<file path="config.mk">
export PLATFORM = sky130hd
export DESIGN_NAME = position_ring_scheduler_flat
export DESIGN_NICKNAME = d
export VERILOG_FILES = /design/src/rtl/position_ring_scheduler_if.sv /design/src/rtl/position_ring_scheduler.sv /design/src/flat_wrapper.sv
export SDC_FILE = /design/constraint.sdc
export NUM_CORES = 1
export LEC_CHECK = 0
export ABC_AREA = 1
export CAP_MARGIN = 40
export CORE_MARGIN = 5
export CORE_UTILIZATION = 44
export CTS_CLUSTER_DIAMETER = 120
export CTS_CLUSTER_SIZE = 12
export DETAILED_ROUTE_END_ITERATION = 10
export HOLD_SLACK_MARGIN = 0.05
export PLACE_DENSITY = 0.71
export SLEW_MARGIN = 20
export SYNTH_ARGS = -nofsm -noshare
export SYNTH_HDL_FRONTEND = slang
export SYNTH_SLANG_ARGS = --single-unit
</file>
<file path="constraint.sdc">
create_clock -name i_clk -period 2.1 [get_ports i_clk]
set_clock_uncertainty 0.05 [all_clocks]
set_input_delay 0.42 -clock i_clk [delete_from_list [all_inputs] [get_ports i_clk]]
set_output_delay 0.42 -clock i_clk [all_outputs]
set_load 0.03 [all_outputs]
</file>
<file path="src/rtl/position_ring_scheduler_if.sv">
// -----------------------------------------------------------------------------
// position_ring_scheduler_if
//
// Purpose : bundles the run-control and ring-node signals of the position ring
//           scheduler. Signal prefixes are from the scheduler's point of view:
//           i_* flow into the scheduler, o_* flow out of it.
//
// Parameters:
//   NNODES - number of ring nodes (width of the done vectors)
//   TSW    - width of the timestep count / counter
//
// Signals:
//   i_start          run-control start pulse
//   i_num_timesteps  timesteps to run (latched on start)
//   i_done_batch_vec per-node done_batch
//   i_done_all_vec   per-node done_all
//   o_dispatch       node command: 00 run, 01 start batch, 11 clear
//   o_double_buffer  BRAM half select broadcast to the nodes
//   o_busy           scheduler is not idle
//   o_batch_count    batches dispatched in the current timestep
//   o_timestep       completed timesteps
//   o_step_done      one-cycle pulse per completed timestep
//   o_run_done       one-cycle pulse when the final timestep completes
//   o_err            watchdog error flag
//
// Modports:
//   master - run control + ring side (drives i_*, observes o_*)
//   slave  - the scheduler itself
// -----------------------------------------------------------------------------
interface position_ring_scheduler_if #(
   parameter int NNODES = 8,
   parameter int TSW    = 16
);
   logic              i_start;
   logic [TSW-1:0]    i_num_timesteps;
   logic [NNODES-1:0] i_done_batch_vec;
   logic [NNODES-1:0] i_done_all_vec;
   logic [1:0]        o_dispatch;
   logic              o_double_buffer;
   logic              o_busy;
   logic [15:0]       o_batch_count;
   logic [TSW-1:0]    o_timestep;
   logic              o_step_done;
   logic              o_run_done;
   logic              o_err;

   modport master (
      output i_start, i_num_timesteps, i_done_batch_vec, i_done_all_vec,
      input  o_dispatch, o_double_buffer, o_busy, o_batch_count,
             o_timestep, o_step_done, o_run_done, o_err
   );

   modport slave (
      input  i_start, i_num_timesteps, i_done_batch_vec, i_done_all_vec,
      output o_dispatch, o_double_buffer, o_busy, o_batch_count,
             o_timestep, o_step_done, o_run_done, o_err
   );
endinterface

</file>
<file path="src/rtl/position_ring_scheduler.sv">
// -----------------------------------------------------------------------------
// position_ring_scheduler
//
// Purpose : sequences a ring of NNODES position ring nodes through cell-list
//           batches and timesteps. Each timestep is: CLEAR, then repeated
//           DISPATCH -> RUN -> DRAIN batches until every node reports done_all,
//           then STEP (flip the double buffer, count the timestep). The run
//           ends when the latched timestep count is reached.
//
// Ports:
//   i_clk    system clock, rising edge
//   i_reset  synchronous active-low reset
//   bus      position_ring_scheduler_if.slave (see interface header)
//
// Parameters:
//   NNODES       ring nodes / done vector width
//   DRAIN_CYCLES idle cycles after the last done_batch (must be >= 1)
//   TSW          timestep counter width
//   TIMEOUT      RUN-state cycle limit (watchdog build only)
//
// Build option:
//   POSITION_RING_SCHED_WATCHDOG_EN - when defined, a RUN cycle counter aborts
//   the run after TIMEOUT cycles: err set, one dispatch=11, back to IDLE with
//   no step/run pulses. When undefined err is tied low and RUN waits forever.
//
// All outputs are registered; dispatch always reflects the state entered on
// the same clock edge.
// -----------------------------------------------------------------------------
module position_ring_scheduler #(
   parameter int NNODES       = 8,
   parameter int DRAIN_CYCLES = 8,
   parameter int TSW          = 16,
   parameter int TIMEOUT      = 4096
) (
   input  logic                           i_clk,
   input  logic                           i_reset,
   position_ring_scheduler_if.slave       bus
);

   typedef enum logic [2:0] {
      S_IDLE,
      S_CLEAR,
      S_DISPATCH,
      S_RUN,
      S_DRAIN,
      S_STEP
   } state_t;

   localparam logic [1:0] DISP_RUN   = 2'b00;
   localparam logic [1:0] DISP_BATCH = 2'b01;
   localparam logic [1:0] DISP_CLEAR = 2'b11;

   localparam int            DCW        = (DRAIN_CYCLES > 1) ? $clog2(DRAIN_CYCLES) : 1;
   localparam logic [DCW-1:0] DRAIN_LOAD = DCW'(DRAIN_CYCLES - 1);

   // Elaboration-time guard: a zero drain or timeout has no meaning here.
   if (DRAIN_CYCLES < 1 || TIMEOUT < 1) begin : g_param_chk
      $error("position_ring_scheduler: DRAIN_CYCLES and TIMEOUT must be >= 1");
   end

   state_t           r_state;
   logic [1:0]       r_dispatch;
   logic             r_dbuf;
   logic             r_busy;
   logic [15:0]      r_batch_count;
   logic [TSW-1:0]   r_timestep;
   logic [TSW-1:0]   r_num;
   logic             r_step_done;
   logic             r_run_done;
   logic             r_run_first;
   logic [DCW-1:0]   r_drain_cnt;

   logic             w_all_batch;
   logic             w_all_done;
   logic [TSW-1:0]   w_ts_next;
   logic [15:0]      w_bc_next;

`ifdef POSITION_RING_SCHED_WATCHDOG_EN
   localparam int WDW = $clog2(TIMEOUT + 1);
   logic [WDW-1:0]   r_wd_cnt;
   logic             r_err;
`endif

   assign w_all_batch = &bus.i_done_batch_vec;
   assign w_all_done  = &bus.i_done_all_vec;
   assign w_ts_next   = r_timestep + 1'b1;
   // batch_count saturates rather than wrapping
   assign w_bc_next   = (&r_batch_count) ? r_batch_count : r_batch_count + 16'd1;

   always_ff @(posedge i_clk) begin
      if (!i_reset) begin
         r_state       <= S_IDLE;
         r_dispatch    <= DISP_RUN;
         r_dbuf        <= 1'b0;
         r_busy        <= 1'b0;
         r_batch_count <= '0;
         r_timestep    <= '0;
         r_num         <= '0;
         r_step_done   <= 1'b0;
         r_run_done    <= 1'b0;
         r_run_first   <= 1'b0;
         r_drain_cnt   <= '0;
`ifdef POSITION_RING_SCHED_WATCHDOG_EN
         r_wd_cnt      <= '0;
         r_err         <= 1'b0;
`endif
      end else begin
         // pulses default low; only the DRAIN->STEP transition raises them
         r_step_done <= 1'b0;
         r_run_done  <= 1'b0;

         case (r_state)
            S_IDLE: begin
               r_dispatch <= DISP_RUN;
               r_busy     <= 1'b0;
               if (bus.i_start) begin
                  r_num         <= (bus.i_num_timesteps == '0) ? TSW'(1) : bus.i_num_timesteps;
                  r_timestep    <= '0;
                  r_batch_count <= '0;
                  r_dispatch    <= DISP_CLEAR;
                  r_busy        <= 1'b1;
                  r_state       <= S_CLEAR;
`ifdef POSITION_RING_SCHED_WATCHDOG_EN
                  r_err         <= 1'b0;
`endif
               end
            end

            S_CLEAR: begin
               r_dispatch    <= DISP_BATCH;
               r_batch_count <= w_bc_next;
               r_state       <= S_DISPATCH;
            end

            S_DISPATCH: begin
               r_dispatch  <= DISP_RUN;
               r_run_first <= 1'b1;
               r_state     <= S_RUN;
`ifdef POSITION_RING_SCHED_WATCHDOG_EN
               r_wd_cnt    <= WDW'(1);
`endif
            end

            S_RUN: begin
               // The first RUN cycle may still see done_batch from the last
               // batch (nodes have not yet reacted to dispatch), so skip it.
               r_run_first <= 1'b0;
               if (!r_run_first && w_all_batch) begin
                  r_drain_cnt <= DRAIN_LOAD;
                  r_state     <= S_DRAIN;
               end
`ifdef POSITION_RING_SCHED_WATCHDOG_EN
               else if (r_wd_cnt >= WDW'(TIMEOUT)) begin
                  r_err      <= 1'b1;
                  r_dispatch <= DISP_CLEAR;
                  r_busy     <= 1'b0;
                  r_state    <= S_IDLE;
               end else begin
                  r_wd_cnt <= r_wd_cnt + 1'b1;
               end
`endif
            end

            S_DRAIN: begin
               if (r_drain_cnt != '0) begin
                  r_drain_cnt <= r_drain_cnt - 1'b1;
               end else if (w_all_done) begin
                  r_dbuf      <= ~r_dbuf;
                  r_timestep  <= w_ts_next;
                  r_step_done <= 1'b1;
                  r_run_done  <= (w_ts_next == r_num);
                  r_state     <= S_STEP;
               end else begin
                  r_dispatch    <= DISP_BATCH;
                  r_batch_count <= w_bc_next;
                  r_state       <= S_DISPATCH;
               end
            end

            S_STEP: begin
               // r_run_done holds the "last timestep" decision made on entry
               if (r_run_done) begin
                  r_busy  <= 1'b0;
                  r_state <= S_IDLE;
               end else begin
                  r_dispatch    <= DISP_CLEAR;
                  r_batch_count <= '0;
                  r_state       <= S_CLEAR;
               end
            end

            default: begin
               r_dispatch <= DISP_RUN;
               r_busy     <= 1'b0;
               r_state    <= S_IDLE;
            end
         endcase
      end
   end

   assign bus.o_dispatch      = r_dispatch;
   assign bus.o_double_buffer = r_dbuf;
   assign bus.o_busy          = r_busy;
   assign bus.o_batch_count   = r_batch_count;
   assign bus.o_timestep      = r_timestep;
   assign bus.o_step_done     = r_step_done;
   assign bus.o_run_done      = r_run_done;
`ifdef POSITION_RING_SCHED_WATCHDOG_EN
   assign bus.o_err           = r_err;
`else
   assign bus.o_err           = 1'b0;
`endif

endmodule

</file>
<file path="src/flat_wrapper.sv">
// flat-port wrapper written by rule: the top's interface ports become plain ports
module position_ring_scheduler_flat 
#(
   parameter int NNODES       = 8,
   parameter int DRAIN_CYCLES = 8,
   parameter int TSW          = 16,
   parameter int TIMEOUT      = 4096
)
  (i_clk, i_reset, bus_i_start, bus_i_num_timesteps, bus_i_done_batch_vec, bus_i_done_all_vec, bus_o_dispatch, bus_o_double_buffer, bus_o_busy, bus_o_batch_count, bus_o_timestep, bus_o_step_done, bus_o_run_done, bus_o_err);
  position_ring_scheduler_if #(.NNODES(NNODES), .TSW(TSW)) bus_i ();
  input  logic i_clk;
  input  logic i_reset;
  input wire logic [$bits(bus_i.i_start)-1:0] bus_i_start;
  input wire logic [$bits(bus_i.i_num_timesteps)-1:0] bus_i_num_timesteps;
  input wire logic [$bits(bus_i.i_done_batch_vec)-1:0] bus_i_done_batch_vec;
  input wire logic [$bits(bus_i.i_done_all_vec)-1:0] bus_i_done_all_vec;
  output wire logic [$bits(bus_i.o_dispatch)-1:0] bus_o_dispatch;
  output wire logic [$bits(bus_i.o_double_buffer)-1:0] bus_o_double_buffer;
  output wire logic [$bits(bus_i.o_busy)-1:0] bus_o_busy;
  output wire logic [$bits(bus_i.o_batch_count)-1:0] bus_o_batch_count;
  output wire logic [$bits(bus_i.o_timestep)-1:0] bus_o_timestep;
  output wire logic [$bits(bus_i.o_step_done)-1:0] bus_o_step_done;
  output wire logic [$bits(bus_i.o_run_done)-1:0] bus_o_run_done;
  output wire logic [$bits(bus_i.o_err)-1:0] bus_o_err;
  assign bus_i.i_start = bus_i_start;
  assign bus_i.i_num_timesteps = bus_i_num_timesteps;
  assign bus_i.i_done_batch_vec = bus_i_done_batch_vec;
  assign bus_i.i_done_all_vec = bus_i_done_all_vec;
  assign bus_o_dispatch = bus_i.o_dispatch;
  assign bus_o_double_buffer = bus_i.o_double_buffer;
  assign bus_o_busy = bus_i.o_busy;
  assign bus_o_batch_count = bus_i.o_batch_count;
  assign bus_o_timestep = bus_i.o_timestep;
  assign bus_o_step_done = bus_i.o_step_done;
  assign bus_o_run_done = bus_i.o_run_done;
  assign bus_o_err = bus_i.o_err;
  position_ring_scheduler #(.NNODES(NNODES), .DRAIN_CYCLES(DRAIN_CYCLES), .TSW(TSW), .TIMEOUT(TIMEOUT)) u_core (.i_clk(i_clk), .i_reset(i_reset), .bus(bus_i));
endmodule
</file>
==> impl_metrics.json <==
{
  "slew_viol_final": 0,
  "fin_crit_ns": 2.04,
  "htreeDepth": 3,
  "synth_seq_area_share": 0.339,
  "ys_warn_count": 0,
  "peakVddDrop_mv": 0.620,
  "syn_to_final_growth_pct": 30.9,
  "max_cap_viol_count": 0,
  "power.density_nw_per_um2": 858,
  "worstHoldPathCells": 2,
  "p_leak_nw": 1.82,
  "worstPathRequired_ns": 1.63,
  "hp-start": "u_core.bus.o_double_buffer",
  "antenna_found_initial": 0,
  "synthesis.nets": 593,
  "startpoint": "u_core.bus.o_timestep[2]",
  "placed_area_um2": 4550,
  "port-buffer-count": 72,
  "cp.depth": 1,
  "ctsLongestPathBuffers": 2,
  "arrival_ns": 1.57,
  "tns_ns": 0,
  "fin_crit_sh": 0.969,
  "drt-wirelength-per-cell_um": 13.3,
  "start_util": 0.445,
  "p_switching_mw": 1.64,
  "design_area_um2": 4710,
  "synth.avg_cell_area_um2": 6.50,
  "drive_above_1_share": 0.114,
  "place.gp.congestion": 0.871,
  "cpMaxStageDelayCell": "clkdlybuf4s50_1",
  "r2r_start": "u_core.bus.o_timestep[3]",
  "clock-sinks": 61,
  "coreArea_um2": 8090,
  "grt_setup_unrepaired": "false",
  "p_clk_frac": 0.224,
  "start_kind": "register",
  "hold_path.class": "reg -> reg",
  "ant_nets": 0,
  "die_area_um2": 10100,
  "grt_pass1_vias": 3607,
  "fp.dieH_um": 100,
  "p_seq_frac": 0.365,
  "wirelength_um": 9980,
  "rows": 33,
  "switching_share": 0.406,
  "ys_seq_elements": 61,
  "finalNetCount": 682,
  "yosysTopAreaCell": "dfxtp_1",
  "grt_overflow": 0,
  "grt_max_degree": 43,
  "die_x_um": 100,
  "via_per_inst": 5.16,
  "yosys-top-cells-area": "dfxtp_1 34%, nand2_1 15%, nor2_1 8.1%",
  "critical_path_buf_inv_count": 1,
  "setup_violations": 0,
  "cts_root_buf": "clkbuf_8",
  "max_freq_mhz": 491,
  "p_comb_frac": 0.411,
  "cpLargestDelayFamily": "buffers and inverters",
  "max_stage_delay_ns": 0.73,
  "crit_chain": "clkdlybuf4s50_1",
  "power.internal_mw": 2.40,
  "clk_pin_slew_ns": 0.07,
  "diodes": 0,
  "cts_tree": "yes",
  "cts-buffers-inserted": 9,
  "io_pins": 74,
  "syn_inst": 554,
  "grt.total_usage": 0.205,
  "clk_latency_ns": 0.34,
  "place_hpwl_um": 7460,
  "dr.pass1.iters": 6,
  "drt_iter0_markers": 178,
  "syn-cell-area_um2": 3600,
  "yosysTopAreaCellShare": 0.339,
  "crit_path_end_kind": "primary output",
  "reg2regPathDepth": 12,
  "hold_viol_final": 0,
  "status": "completed",
  "routed-via-count": 3877,
  "drc": 0,
  "path_class": "reg -> out",
  "yosys.cell_types.count": 37,
  "cp_max_fo": 7,
  "grt_pass1_wl_um": 16800
}
-- timing repair --
action,CTS,global route
buffers inserted,0,0
gates resized for setup,0,3
endpoints found under the setup margin,0,1
hold buffers,0,0
-- state kept, by name, summed over array words and instances, names as in the netlist --
register	count
u_core.bus.o_batch_count	16
u_core.bus.o_timestep	16
u_core.r_num	16
u_core.r_drain_cnt	3
u_core.r_state	3
u_core.bus.o_dispatch	2
u_core.bus.o_busy	1
u_core.bus.o_double_buffer	1
u_core.bus.o_run_done	1
u_core.bus.o_step_done	1
u_core.r_run_first	1
-- per-stage QoR --
| stage | instances | power (mW) | hold WS, ns | setup WS, ns | util |
|---|---|---|---|---|---|
| 2_1_floorplan | 554 | 2.61 | 0.392 | 0.170 | - |
| 3_3_place_gp | 737 | 3.11 | 0.403 | -0.0574 | 0.562 |
| 3_5_place_dp | 737 | 3.14 | 0.406 | -0.0642 | 0.562 |
| 4_1_cts | 752 | 4.06 | 0.416 | 0.0630 | 0.581 |
| 5_1_grt | 752 | 4.32 | 0.445 | 0.000388 | 0.582 |
| 6_report | 752 | 4.04 | 0.415 | 0.0644 | 0.582 |
-- cell usage after synthesis (all sizes together) --
cell	count
ha	4
clkbuf	7
a21o	1
a22oi	1
conb	1
o21bai	2
buf	6
a41oi	1
nor3b	1
inv	59
a21oi	36
nor3	11
nor2	82
a31oi	2
a211oi	10
xor2	11
nor4	5
clkinv	2
nand4	13
nand2	160
a221oi	2
o21ai	14
nand3b	6
dfxtp	61
nand3	54
xnor2	2
-- path summary, 6_finish.rpt --
path,endpoint,slack [ns]
max,bus_o_timestep[2],0.06
min,u_core.bus.o_double_buffer,0.41
max reg2reg,u_core.bus.o_run_done,0.23
min reg2reg,u_core.bus.o_double_buffer,0.41
-- layout by cell type, fill, tap and decap left out, types with 13 or more instances in the layout --
cell and n:
buf_4 17, nand2_1 144, o21ai_0 14, clkdlybuf4s50_1 72, dfxtp_1 60, inv_1 52
nand4_1 13, nor2_1 77, a21oi_1 26, nand3_1 54, nand2_2 14
-- power groups by stage --
stage               sequential, mW  clock, mW  combinational [mW]
floorplan                     1.55          0                1.06
global placement              1.49          0                1.62
detailed placement            1.49          0                1.65
CTS                           1.47      0.922                1.66
global route                  1.50      0.969                1.85
finish                        1.48      0.905                1.66
-- cell type report --
| class | count | area (um2) |
|---|---|---|
| Multi-Input combinational cell | 419 | 2080 |
| Inverter | 61 | 233 |
| Tap cell | 105 | 131 |
| Fill cell | 813 | 3380 |
| Clock buffer | 13 | 149 |
| Timing Repair Buffer | 91 | 888 |
| Clock inverter | 2 | 10.0 |
| Sequential cell | 61 | 1220 |
-- cell families after synthesis --
logic type	share of synthesized area
compound gates	0.120
flops	0.339
other cells	0.00104
simple gates	0.410
fa+ha+maj	0.0139
xor+xnor	0.0316
buf+inv	0.0845
-- routing by layer --
layer / share of wire / vias up / GRT usage
met3: 0.060 / 13 / 0.0417
met1: 0.45 / 1757 / 0.261
met5: 0 / - / 0
met2: 0.47 / 114 / 0.349
li1: - / 1993 / -
met4: 0.015 / 0 / 0.0601
Power figures use the tool's default switching activity.
